<file path="src/rtl/shield_tag_coalescer.sv">
// Packs per-data-line HMAC tags into masked tag-memory line writes.
// One line is buffered; it drains when full, on an address/slot conflict, or on flush.

module shield_tag_slot #(
  parameter int W = 128
) (
  input  logic         clk,
  input  logic         rst,
  input  logic         load,
  input  logic         clr,
  input  logic [W-1:0] d,
  output logic [W-1:0] q,
  output logic         full
);
  always_ff @(posedge clk or posedge rst) begin
    if (rst) begin
      q    <= '0;
      full <= 1'b0;
    end else if (clr) begin
      q    <= '0;
      full <= 1'b0;
    end else if (load) begin
      q    <= d;
      full <= 1'b1;
    end
  end
endmodule

module shield_tag_coalescer #(
  parameter int SHIELD_ADDR_WIDTH = 32,
  parameter int LINE_WIDTH        = 512,
  parameter int HMAC_TAG_WIDTH    = 128,
  localparam int LINE_BYTES       = LINE_WIDTH / 8
) (
  input  logic                         clk,
  input  logic                         rst,
  input  logic [SHIELD_ADDR_WIDTH-1:0] tag_base_addr,
  input  logic [HMAC_TAG_WIDTH-1:0]    tag_in,
  input  logic [SHIELD_ADDR_WIDTH-1:0] tag_in_addr,
  input  logic                         tag_in_val,
  output logic                         tag_in_rdy,
  input  logic                         flush,
  output logic [SHIELD_ADDR_WIDTH-1:0] tag_wr_addr,
  output logic [LINE_WIDTH-1:0]        tag_wr_data,
  output logic [LINE_BYTES-1:0]        tag_wr_strb,
  output logic                         tag_wr_val,
  input  logic                         tag_wr_rdy,
  output logic                         idle
);
  localparam int AW      = SHIELD_ADDR_WIDTH;
  localparam int TPL     = LINE_WIDTH / HMAC_TAG_WIDTH;
  localparam int TB      = HMAC_TAG_WIDTH / 8;
  localparam int LB_LOG  = $clog2(LINE_BYTES);
  localparam int TPL_LOG = $clog2(TPL);
  localparam int SLOT_W  = (TPL_LOG > 0) ? TPL_LOG : 1;
  localparam int TL_W    = AW - LB_LOG - TPL_LOG;

  typedef enum logic [1:0] {EMPTY, FILL, DRAIN} state_t;

  state_t                                 state;
  logic [TL_W-1:0]                        cur_tline;
  logic [AW-1:0]                          wr_addr;
  logic                                   wr_val;
  logic [TPL-1:0]                         mask;
  logic [TPL-1:0]                         sel;
  logic [TPL-1:0][HMAC_TAG_WIDTH-1:0]     slot_q;
  logic [SLOT_W-1:0]                      in_slot;
  logic [TL_W-1:0]                        in_tline;
  logic [AW-1:0]                          line_off;
  logic                                   conflict;
  logic                                   accept;
  logic                                   full_next;
  logic                                   drain_done;
  logic                                   unused_addr_bits;

  // Low address bits select a byte within the data line and carry no tag meaning.
  assign unused_addr_bits = ^tag_in_addr[LB_LOG-1:0];

  assign in_slot  = (TPL == 1) ? '0 : tag_in_addr[LB_LOG +: SLOT_W];
  assign in_tline = tag_in_addr[AW-1:LB_LOG+TPL_LOG];
  assign line_off = AW'({in_tline, {LB_LOG{1'b0}}});

  always_comb begin
    sel          = '0;
    sel[in_slot] = 1'b1;
  end

  // A tag can only merge into the open line if it targets the same tag line and a free slot.
  assign conflict   = tag_in_val && (state == FILL) &&
                      ((in_tline != cur_tline) || (|(mask & sel)));
  assign accept     = tag_in_val && tag_in_rdy;
  assign full_next  = &(mask | sel);
  assign drain_done = (state == DRAIN) && tag_wr_rdy;

  always_comb begin
    case (state)
      EMPTY:   tag_in_rdy = 1'b1;
      FILL:    tag_in_rdy = !conflict;
      default: tag_in_rdy = 1'b0;
    endcase
  end

  for (genvar s = 0; s < TPL; s++) begin : g_slot
    shield_tag_slot #(.W(HMAC_TAG_WIDTH)) u_slot (
      .clk  (clk),
      .rst  (rst),
      .load (accept && sel[s]),
      .clr  (drain_done),
      .d    (tag_in),
      .q    (slot_q[s]),
      .full (mask[s])
    );
    assign tag_wr_strb[s*TB +: TB] = {TB{mask[s]}};
  end

  assign tag_wr_data = slot_q;
  assign tag_wr_addr = wr_addr;
  assign tag_wr_val  = wr_val;
  assign idle        = (state == EMPTY);

  always_ff @(posedge clk or posedge rst) begin
    if (rst) begin
      state     <= EMPTY;
      cur_tline <= '0;
      wr_addr   <= '0;
      wr_val    <= 1'b0;
    end else begin
      case (state)
        EMPTY: begin
          if (accept) begin
            cur_tline <= in_tline;
            wr_addr   <= tag_base_addr + line_off;
            // full_next from an empty mask is only true for one tag per line
            if (flush || full_next) begin
              state  <= DRAIN;
              wr_val <= 1'b1;
            end else begin
              state <= FILL;
            end
          end
        end
        FILL: begin
          if ((accept && full_next) || flush || conflict) begin
            state  <= DRAIN;
            wr_val <= 1'b1;
          end
        end
        DRAIN: begin
          if (tag_wr_rdy) begin
            state  <= EMPTY;
            wr_val <= 1'b0;
          end
        end
        default: begin
          state  <= EMPTY;
          wr_val <= 1'b0;
        end
      endcase
    end
  end
endmodule

</file>
<file path="config.mk">
export PLATFORM = sky130hd
export DESIGN_NAME = shield_tag_coalescer
export DESIGN_NICKNAME = d
export VERILOG_FILES = /design/src/rtl/shield_tag_coalescer.sv
export SDC_FILE = /design/constraint.sdc
export NUM_CORES = 1
export LEC_CHECK = 0
export ABC_AREA = 1
export BUFFER_PORTS_ARGS = -buffer_cell sky130_fd_sc_hd__buf_2
export CAP_MARGIN = 20
export CORE_AREA = 2 2 318 320
export CTS_CLUSTER_SIZE = 10
export DETAILED_ROUTE_END_ITERATION = 16
export DIE_AREA = 0 0 320 322
export GPL_TIMING_DRIVEN = 0
export HOLD_SLACK_MARGIN = 0.05
export MAX_ROUTING_LAYER = met4
export RECOVER_POWER = 25
export SKIP_LAST_GASP = 1
export SLEW_MARGIN = 10
export SYNTH_ARGS = -nofsm -noshare
export SYNTH_HDL_FRONTEND = slang
export SYNTH_HIERARCHICAL = 1
export SYNTH_SLANG_ARGS = --single-unit
</file>
<file path="constraint.sdc">
create_clock -name clk -period 9.55 [get_ports clk]
set_input_delay 2.3875 -clock clk [delete_from_list [all_inputs] [get_ports clk]]
set_output_delay 2.3875 -clock clk [all_outputs]
set_load 0.05 [all_outputs]
</file>
==> summary.txt, run 1 <==
STA
  – Fin. max-slew vios: 288
  – Upper clock frequency limit: 0.1639 GHz
  – Fin worst setup slack: roughly 3.4 ns
  – Final Cycle Share: 63.88%
  – Slew margin rel.: -209.5%
  – Fin Clk Skew: 0.03190 ns
  – Final Setup Violations: 0
  – Fin crit period: 6.100 ns
  – Setup TNS: 0 ns
  – Worst Tran Pin Value: approximately 4.6 ns
  – RSZ-0062 raised after global routing: no
  – Final Hold Fails: 0

Setup path
  – Nature of the critical path startpoint: input pin
  – CP endpoint kind: primary output
  – CP max FO: 4
  – Worst EP arrival: 3.71 ns
  – CP required: 7.16 ns
  – Kind of critical path: input pin to primary output

Clock tree
  – Post-cts sizing count: 0
  – Number of CTS-inserted buffers: 73
  – Hold Buf Count CTS: 0
  – Worst skew pair latency: 0.64 ns
  – Clk root buf: clkbuf_16
  – Clock transition at path regs: 0.05 ns
  – TritonCTS Sinks: 575
  – Post-CTS Setup Bufs: 0
  – CTS tree: yes
  – Clock buffer depth: 3
  – Htree depth: 3

Worst hold path
  – Worst Hold Class: flip-flop to flip-flop

Routing
  – Routed vias: 23.80k
  – Vias per std cell: ~4.6
  – Initial drt markers: 2017
  – Final wirelength: 111500 µm
  – DRC viols: 0
  – Routed WL per cell: 21.76 µm
  – Routed Antenna Nets: 0
  – First-pass DRT Iterations: 9

GRT
  – Initial antenna violation count: 16
  – Largest net degree at the start of global routing: 86
  – GRT Residual Overflow: 0
  – GRT Overall Usage: 21.62%
  – First-pass GRT wire length: approximately 160000 µm
  – Vias in the first global route: 22.26k

Synth
  – Ys flop type: dfrtp_1
  – Avg Inst Size Synth: around 8.5 µm²
  – Post-Syn Area: 24860 µm²
  – Synth top area share: between 50% and 60%
  – Xor/xnor share of the synthesized area: 0.7046%
  – Count leader, synth: nand2_1
  – Unique cell type count in the Yosys netlist: 35
  – Ys async rst share: 100.0%
  – Largest family of logic cells by synthesized area: simple AND/OR/NAND/NOR gates
  – Post-synth EDFFs: 0
  – Post-synthesis sequential area ratio: 57.88%
  – Top area cells in the synthesized netlist: dfrtp_1 (58%), nand2_1 (19%), nand3_1 (11%)
  – Post-synth top cells: nand2_1 (1241), dfrtp_1 (575), nand3_1 (539)
  – Adder-cell area share of the yosys netlist: between 1 and 1.5%
  – Synth Area in Compound Gates: roughly 2.1%
  – Mux cell area share after synthesis: 0%
  – Syn Nets: 3130
  – Synthesis Warnings: 6
  – Synth Instances: about 2.9k
  – Synth area leader: dfrtp_1
  – Synth Register Bits: ~580
  – Synth Area in Simple Gates: between 30% and 40%

Run status
  – Status: finished with violations
  – Violated checks: max-capacitance violations, max-slew violations

Layout
  – Area delta synth->final: 32.15%
  – Final core occ: 33.00%
  – # nets final: 4011
  – Share of cells above drive strength 1: 30.22%
  – FILL cells: 10.47k

Floorplan
  – # IOs: 808
  – Row count: 116
  – Core ar.: 99570 µm²
  – Die area: just over 100000 µm²
  – Die width: 320 µm
  – Initial Util: between 20% and 30%
  – Die Y: roughly 320 µm

Pwr
  – Pwr/cell area: 443.0 nW/µm²
  – Leak Pwr: 19.35 nW
  – Worst vdd ir: approximately 0.00021 V
  – Power Total: ~15 mW

Placement
  – Dpl hpwl: 82870 µm
  – Pre-CTS setup slack: 3.428 ns
  – GPL Wtd Cong: 0.9646
  – # port buffers: 801

Run
  – Max Cap Viol: 5
==> cell type report <==
cell class              count  area (µm²)  share of cell area (%)
multi-input cells        2006        8791                   26.76
repair buffers            806        4125                   12.56
clock inverters            14       197.7                  0.6017
clock buffers              97        2029                   6.177
inverters                  88       336.6                   1.024
well taps                1298        1624                   4.943
plain buffers             239        1355                   4.125
flip-flops and latches    575       14390                   43.80
diodes                      2       5.005                 0.01523
==> kinds of logic (layout without fill, tap and decap cells) <==
family | after synthesis | count (layout)
other | 0 | 2
DFF | 575 | 575
adders and majority gates | 25 | 25
AOI/OAI and AO/OA | 94 | 94
buffers and inverters | 327 | 1244
xor gates and xnor gates | 20 | 20
and+or+nand+nor | 1867 | 1867
==> path summary, 6_finish.rpt <==
check	startpoint	endpoint	slack, ns	cells after the start
worst max-delay path	tag_in_addr[27]	tag_in_rdy	3.45	13
worst min-delay path	g_slot[2].u_slot/q[5]	g_slot[2].u_slot/q[5]	0.46	2
worst max register to register	g_slot[2].u_slot/full	g_slot[1].u_slot/q[86]	5.85	15
worst min register to register	g_slot[2].u_slot/q[5]	g_slot[2].u_slot/q[5]	0.46	2
max in group asynchronous	rst	g_slot[0].u_slot/q[91]	4.23	2
min in group asynchronous	rst	g_slot[3].u_slot/q[65]	2.55	2
==> through the flow <==
stage / cells / instance area (µm²) / hold WS [ns]
detailed placement: 5012 / 30650 / 0.4529
finish: 5125 / 32850 / 0.4612
global route: 5123 / 32850 / 0.4771
floorplan: 2908 / 24860 / 0.4613
CTS: 5123 / 32880 / 0.4664
global placement: 5007 / 30490 / 0.4480
==> flip-flops by register name, summed over array words and instances (netlist names) <==
signal,cells
g_slot.u_slot/full,4
state,2
g_slot.u_slot/q,512
tag_wr_val,1
tag_wr_addr,32
cur_tline,24
==> layer usage <==
metal | GRT usage (%) | up-vias | part of all wire, %
li1 | - | 11010 | -
met1 | 28.32 | 11510 | 43
met2 | 33.18 | 1060 | 46
met3 | 4.206 | 213 | 7.2
met4 | 7.950 | 0 | 3.7
met5 | - | - | 0
==> worst max-delay path, stage by stage <==
cell     delay (ns)
buf_2          0.13
inv_1          0.05
nand2_1        0.04
nand2_1        0.05
nand2_1        0.06
nor2_1         0.20
nand2_1        0.09
nor2_1         0.10
nand2_1        0.10
nand2_2        0.08
nand2_2        0.07
nand2_2        0.08
buf_2          0.28
==> cell usage in the layout (no fill, tap or decap), drive strengths merged, types with 4 or more instances in the layout <==
cell type and n:
clkbuf 103, xor2 9, o21bai 4, nor3 11
nor2 53, xnor2 11, a21oi 33, ha 24
nand2 1246, clkinvlp 8, nor4 4, nand3 539
dfrtp 575, clkinv 5, inv 86, buf 1039
o21ai 51, nand4 8
==> power by group <==
group	switching, mW	leakage (nW)	total (mW)	internal (mW)
clock network	1.08	1.08	2.65	1.56
logic	6.28	10.6	7.83	1.55
registers	0.611	7.68	4.07	3.46
Power figures use the tool's default switching activity.
==> run 2, diff against run 1 <==
--- a/config.mk
+++ b/config.mk
@@ -5,13 +5,13 @@
 export SDC_FILE = /design/constraint.sdc
 export NUM_CORES = 1
 export LEC_CHECK = 0
-export ABC_AREA = 1
+export ABC_AREA = 0
 export BUFFER_PORTS_ARGS = -buffer_cell sky130_fd_sc_hd__buf_2
 export CAP_MARGIN = 20
-export CORE_AREA = 2 2 318 320
+export CORE_AREA = 2 2 314 316
 export CTS_CLUSTER_SIZE = 10
 export DETAILED_ROUTE_END_ITERATION = 16
-export DIE_AREA = 0 0 320 322
+export DIE_AREA = 0 0 316 318
 export GPL_TIMING_DRIVEN = 0
 export HOLD_SLACK_MARGIN = 0.05
 export MAX_ROUTING_LAYER = met4
==> constraint.sdc (replaced) <==
create_clock -name clk -period 5.74 [get_ports clk]
set_input_delay 1.435 -clock clk [delete_from_list [all_inputs] [get_ports clk]]
set_output_delay 1.435 -clock clk [all_outputs]
set_load 0.05 [all_outputs]
==> run 2 against run 1 <==
Net effect:
- the flow still finishes with violations (max-capacitance violations, max-slew violations)
- hold slack gained 0.013 ns
- highest routed layer unchanged
- count of clock-buffer cells in the layout is 9 lower
- synthesized area grew 3.4%
- register-to-register slack worse by 3.4 ns
- total power grew 57%
- critical path depth fell by 6
- utilization increased by 1.6 points
- synthesized cell count shrank 24%
- sequential share of layout area fell by 1.0 points
- flip-flop and latch count stayed put
- final area is 2.4% higher
==> summary.txt, run 2 <==
Clock tree
  – Number of CTS-inserted buffers: 72 (-1.4%)
  – Post-cts sizing count: 0 (unchanged)
  – Hold Buf Count CTS: 0 (unchanged)
  – Worst skew pair latency: 0.63 ns (about the same)
  – Clk root buf: clkbuf_16
  – Htree depth: 3 (unchanged)
  – Post-CTS Setup Bufs: 0 (unchanged)
  – Clock buffer depth: 3 (unchanged)
  – TritonCTS Sinks: 575 (unchanged)
  – Clock transition at path regs: 0.06 ns (about the same)
  – CTS tree: yes

Synth
  – Post-Syn Area: 25710 µm² (+3.4%)
  – Post-synthesis sequential area ratio: 55.96% (-1.9 points)
  – Synthesis Warnings: 6 (unchanged)
  – Count leader, synth: dfrtp_1
  – Synth top area share: 55.96% (-1.9 points)
  – Avg Inst Size Synth: 11.59 µm² (+36%)
  – Synth area leader: dfrtp_1
  – Unique cell type count in the Yosys netlist: 56 (+60%)
  – Syn Nets: 2440 (-22%)
  – Ys flop type: dfrtp_1
  – Post-synth EDFFs: 0 (unchanged)
  – Synth Instances: 2218 (-24%)
  – Ys async rst share: 100.0% (unchanged)
  – Post-synth top cells: dfrtp_1 (575), nor2_1 (536), mux2i_1 (517)
  – Top area cells in the synthesized netlist: dfrtp_1 (56%), mux2i_1 (20%), nor2_1 (7.8%)
  – Synth Register Bits: 575 (unchanged)

Layout
  – Area delta synth->final: 30.90%
  – Top reg by flops: g_slot.u_slot/q
  – Max reg flops: 512 (unchanged)
  – Footprint of the multi-input gates: 9442 µm² (+7.4%)
  – Sequential cell area: 14390 µm² (unchanged)
  – Most common cell after layout, fill and taps aside: buf_2
  – # nets final: 3321 (-17%)
  – Share of cells above drive strength 1: 33.32% (+3.1 points)
  – Most frequent cells in the layout: buf_2 (810), dfrtp_1 (575), nor2_1 (536)
  – FILL cells: 9970 (-4.8%)

STA
  – Slew margin rel.: -130.4% (+79 points)
  – Fin Clk Skew: 0.02100 ns (-0.01090 ns)
  – Final Hold Fails: 0 (unchanged)
  – Upper clock frequency limit: between 0.2 and 0.25 GHz
  – Worst Tran Pin Value: 3.456 ns (-1.161 ns)
  – Setup TNS: 0 ns (unchanged)
  – Fin crit period: 4.671 ns
  – Final Cycle Share: 81.38%
  – Fin worst setup slack: 1.069 ns (-2.381 ns)
  – Fin. max-slew vios: 225 (-22%)
  – Final Setup Violations: 0 (unchanged)
  – RSZ-0062 raised after global routing: no

Run
  – Max Cap Viol: 4 (-1)

GRT
  – GRT Overall Usage: 20.17% (-1.4 points)
  – Largest net degree at the start of global routing: 85 (-1.2%)
  – GRT Residual Overflow: 0 (unchanged)
  – Initial antenna violation count: 10 (-6)
  – Vias in the first global route: 19.97k (-10%)
  – First-pass GRT wire length: 143500 µm (-9.2%)

Setup path
  – CP max stage cell: a31oi_1
  – Most frequent CP cell: buf_2
  – Nature of the critical path startpoint: input pin
  – CP required: 4.30 ns (-2.86 ns)
  – Worst EP arrival: 3.24 ns (-0.47 ns)
  – Buf+Inv Stages, Crit Path: 2 (-1)
  – CP delay by family, top: buffers and inverters
  – CP max FO: 8 (+4)
  – CP endpoint kind: primary output
  – Critical path cell sequence: buf_2 -> mux2i_1 -> o211ai_1 -> nor4_1 -> nand4_1 -> a31oi_1 -> buf_2
  – Kind of critical path: input pin to primary output
  – Max stage delay on crit path: 0.39 ns (+0.11 ns)

Floorplan
  – Die width: 316 µm (-1.3%)
  – Die Y: 318 µm (-1.2%)
  – Initial Util: 26.39% (+1.4 points)
  – # IOs: 808 (unchanged)
  – Row count: 115 (-0.86%)
  – Die area: 100500 µm² (-2.5%)
  – Core ar.: 97410 µm² (-2.2%)

Routing
  – Routed vias: 20.15k (-15%)
  – DRC viols: 0 (unchanged)
  – Final wirelength: 100600 µm (-9.8%)
  – First-pass DRT Iterations: 5 (-4)
  – Initial drt markers: 1389 (-31%)
  – Vias per std cell: 4.555 (-1.9%)
  – Routed WL per cell: 22.74 µm (+4.5%)
  – Routed Antenna Nets: 0 (unchanged)

Run status
  – Violated checks: max-capacitance violations, max-slew violations
  – Status: finished with violations

Placement
  – Pre-CTS setup slack: 1.103 ns (-2.324 ns)
  – # port buffers: 798 (-0.37%)
  – Dpl hpwl: 74550 µm (-10%)
  – GPL Wtd Cong: 0.9055 (-6.1%)

Worst hold path
  – Worst Hold Class: flip-flop to flip-flop

Pwr
  – Leak Pwr: 16.94 nW (-12%)
  – Worst vdd ir: 0.0004704 V (+120%)
  – Pwr/cell area: 677.9 nW/µm² (+53%)
-- run 2: cell types whose count changed after synthesis, moves of 56 or more --
cell      before  now
buf_2        162   13
nand2_1     1241  136
clkbuf_1       5   61
inv_1         85   20
mux2i_1        0  517
nor2_1        51  536
nand3_1      539   11
-- run 2: path summary, 6_finish.rpt --
kind / startpoint / end / slack, ns / cells past startpoint
max reg2reg: g_slot[2].u_slot/full / g_slot[1].u_slot/q[17] / 2.49 / 12
max: tag_in_addr[7] / tag_in_rdy / 1.07 / 7
max in group asynchronous: rst / g_slot[0].u_slot/q[95] / 2.21 / 2
min: tag_wr_addr[8] / tag_wr_addr[8] / 0.47 / 2
min in group asynchronous: rst / g_slot[1].u_slot/q[55] / 1.17 / 3
min reg2reg: tag_wr_addr[8] / tag_wr_addr[8] / 0.47 / 2
-- run 2: per-layer routing --
| metal | track usage, % | vias up | routed length, µm |
|---|---|---|---|
| li1 | - | 9119 | - |
| met1 | 25.59 | 10070 | 42910 |
| met2 | 30.87 | 793 | 46770 |
| met3 | 5.211 | 170 | 7835 |
| met4 | 7.414 | 0 | 3100 |
| met5 | - | - | 0 |
-- run 2: kinds of logic after synthesis --
family / after synthesis / synth area share [%]
buffers and inverters: 218 / 7.314
XOR/XNOR: 42 / 1.431
adder cells (fa/ha/maj): 25 / 1.246
flip-flops: 575 / 55.96
AND/OR/NAND/NOR: 726 / 11.10
AO/OA/AOI/OAI: 113 / 2.735
multiplexers: 519 / 20.22
-- run 2: power by group --
part | internal (mW) | total [mW] | switching, mW | leakage [nW]
Sequential | 5.67 | 6.66 | 0.991 | 7.56
Combinational | 2.67 | 12.0 | 9.30 | 8.35
Clock | 2.42 | 4.19 | 1.76 | 1.02
-- run 2: metrics by stage --
stage	hold WS [ns]	area [µm²]	total power [mW]	std cells	utilization (%)
global placement	0.4567	31320	18.54	4303	32.15
global route	0.4893	33650	23.83	4422	34.54
detailed placement	0.4610	31530	18.67	4311	32.37
floorplan	0.4655	25710	15.26	2218	-
CTS	0.4747	33630	22.96	4413	34.52
finish	0.4743	33650	22.82	4424	34.55
-- run 2: worst reg2reg max path, cell delays in order, from the launching register on --
cell and delay [ns]:
dfrtp_1 0.70, mux2i_1 0.32, o211ai_1 0.11, nor4_1 0.28
nand4_1 0.24, nand2_1 0.14, nand3b_1 0.15, nor3_1 0.17
buf_4 0.18, buf_12 0.25, buf_12 0.23, mux2i_1 0.26
nor2_1 0.09
-- run 2: cell type report --
cell class / count / area share [%]
antenna: 10 / 0.07435
buffer: 198 / 5.368
clock inverter: 14 / 0.5837
clock buffer: 88 / 5.651
inverter: 20 / 0.2417
multi-input combinational: 1425 / 28.05
tap: 1287 / 4.785
sequential: 575 / 42.75
timing repair buffer: 807 / 12.49
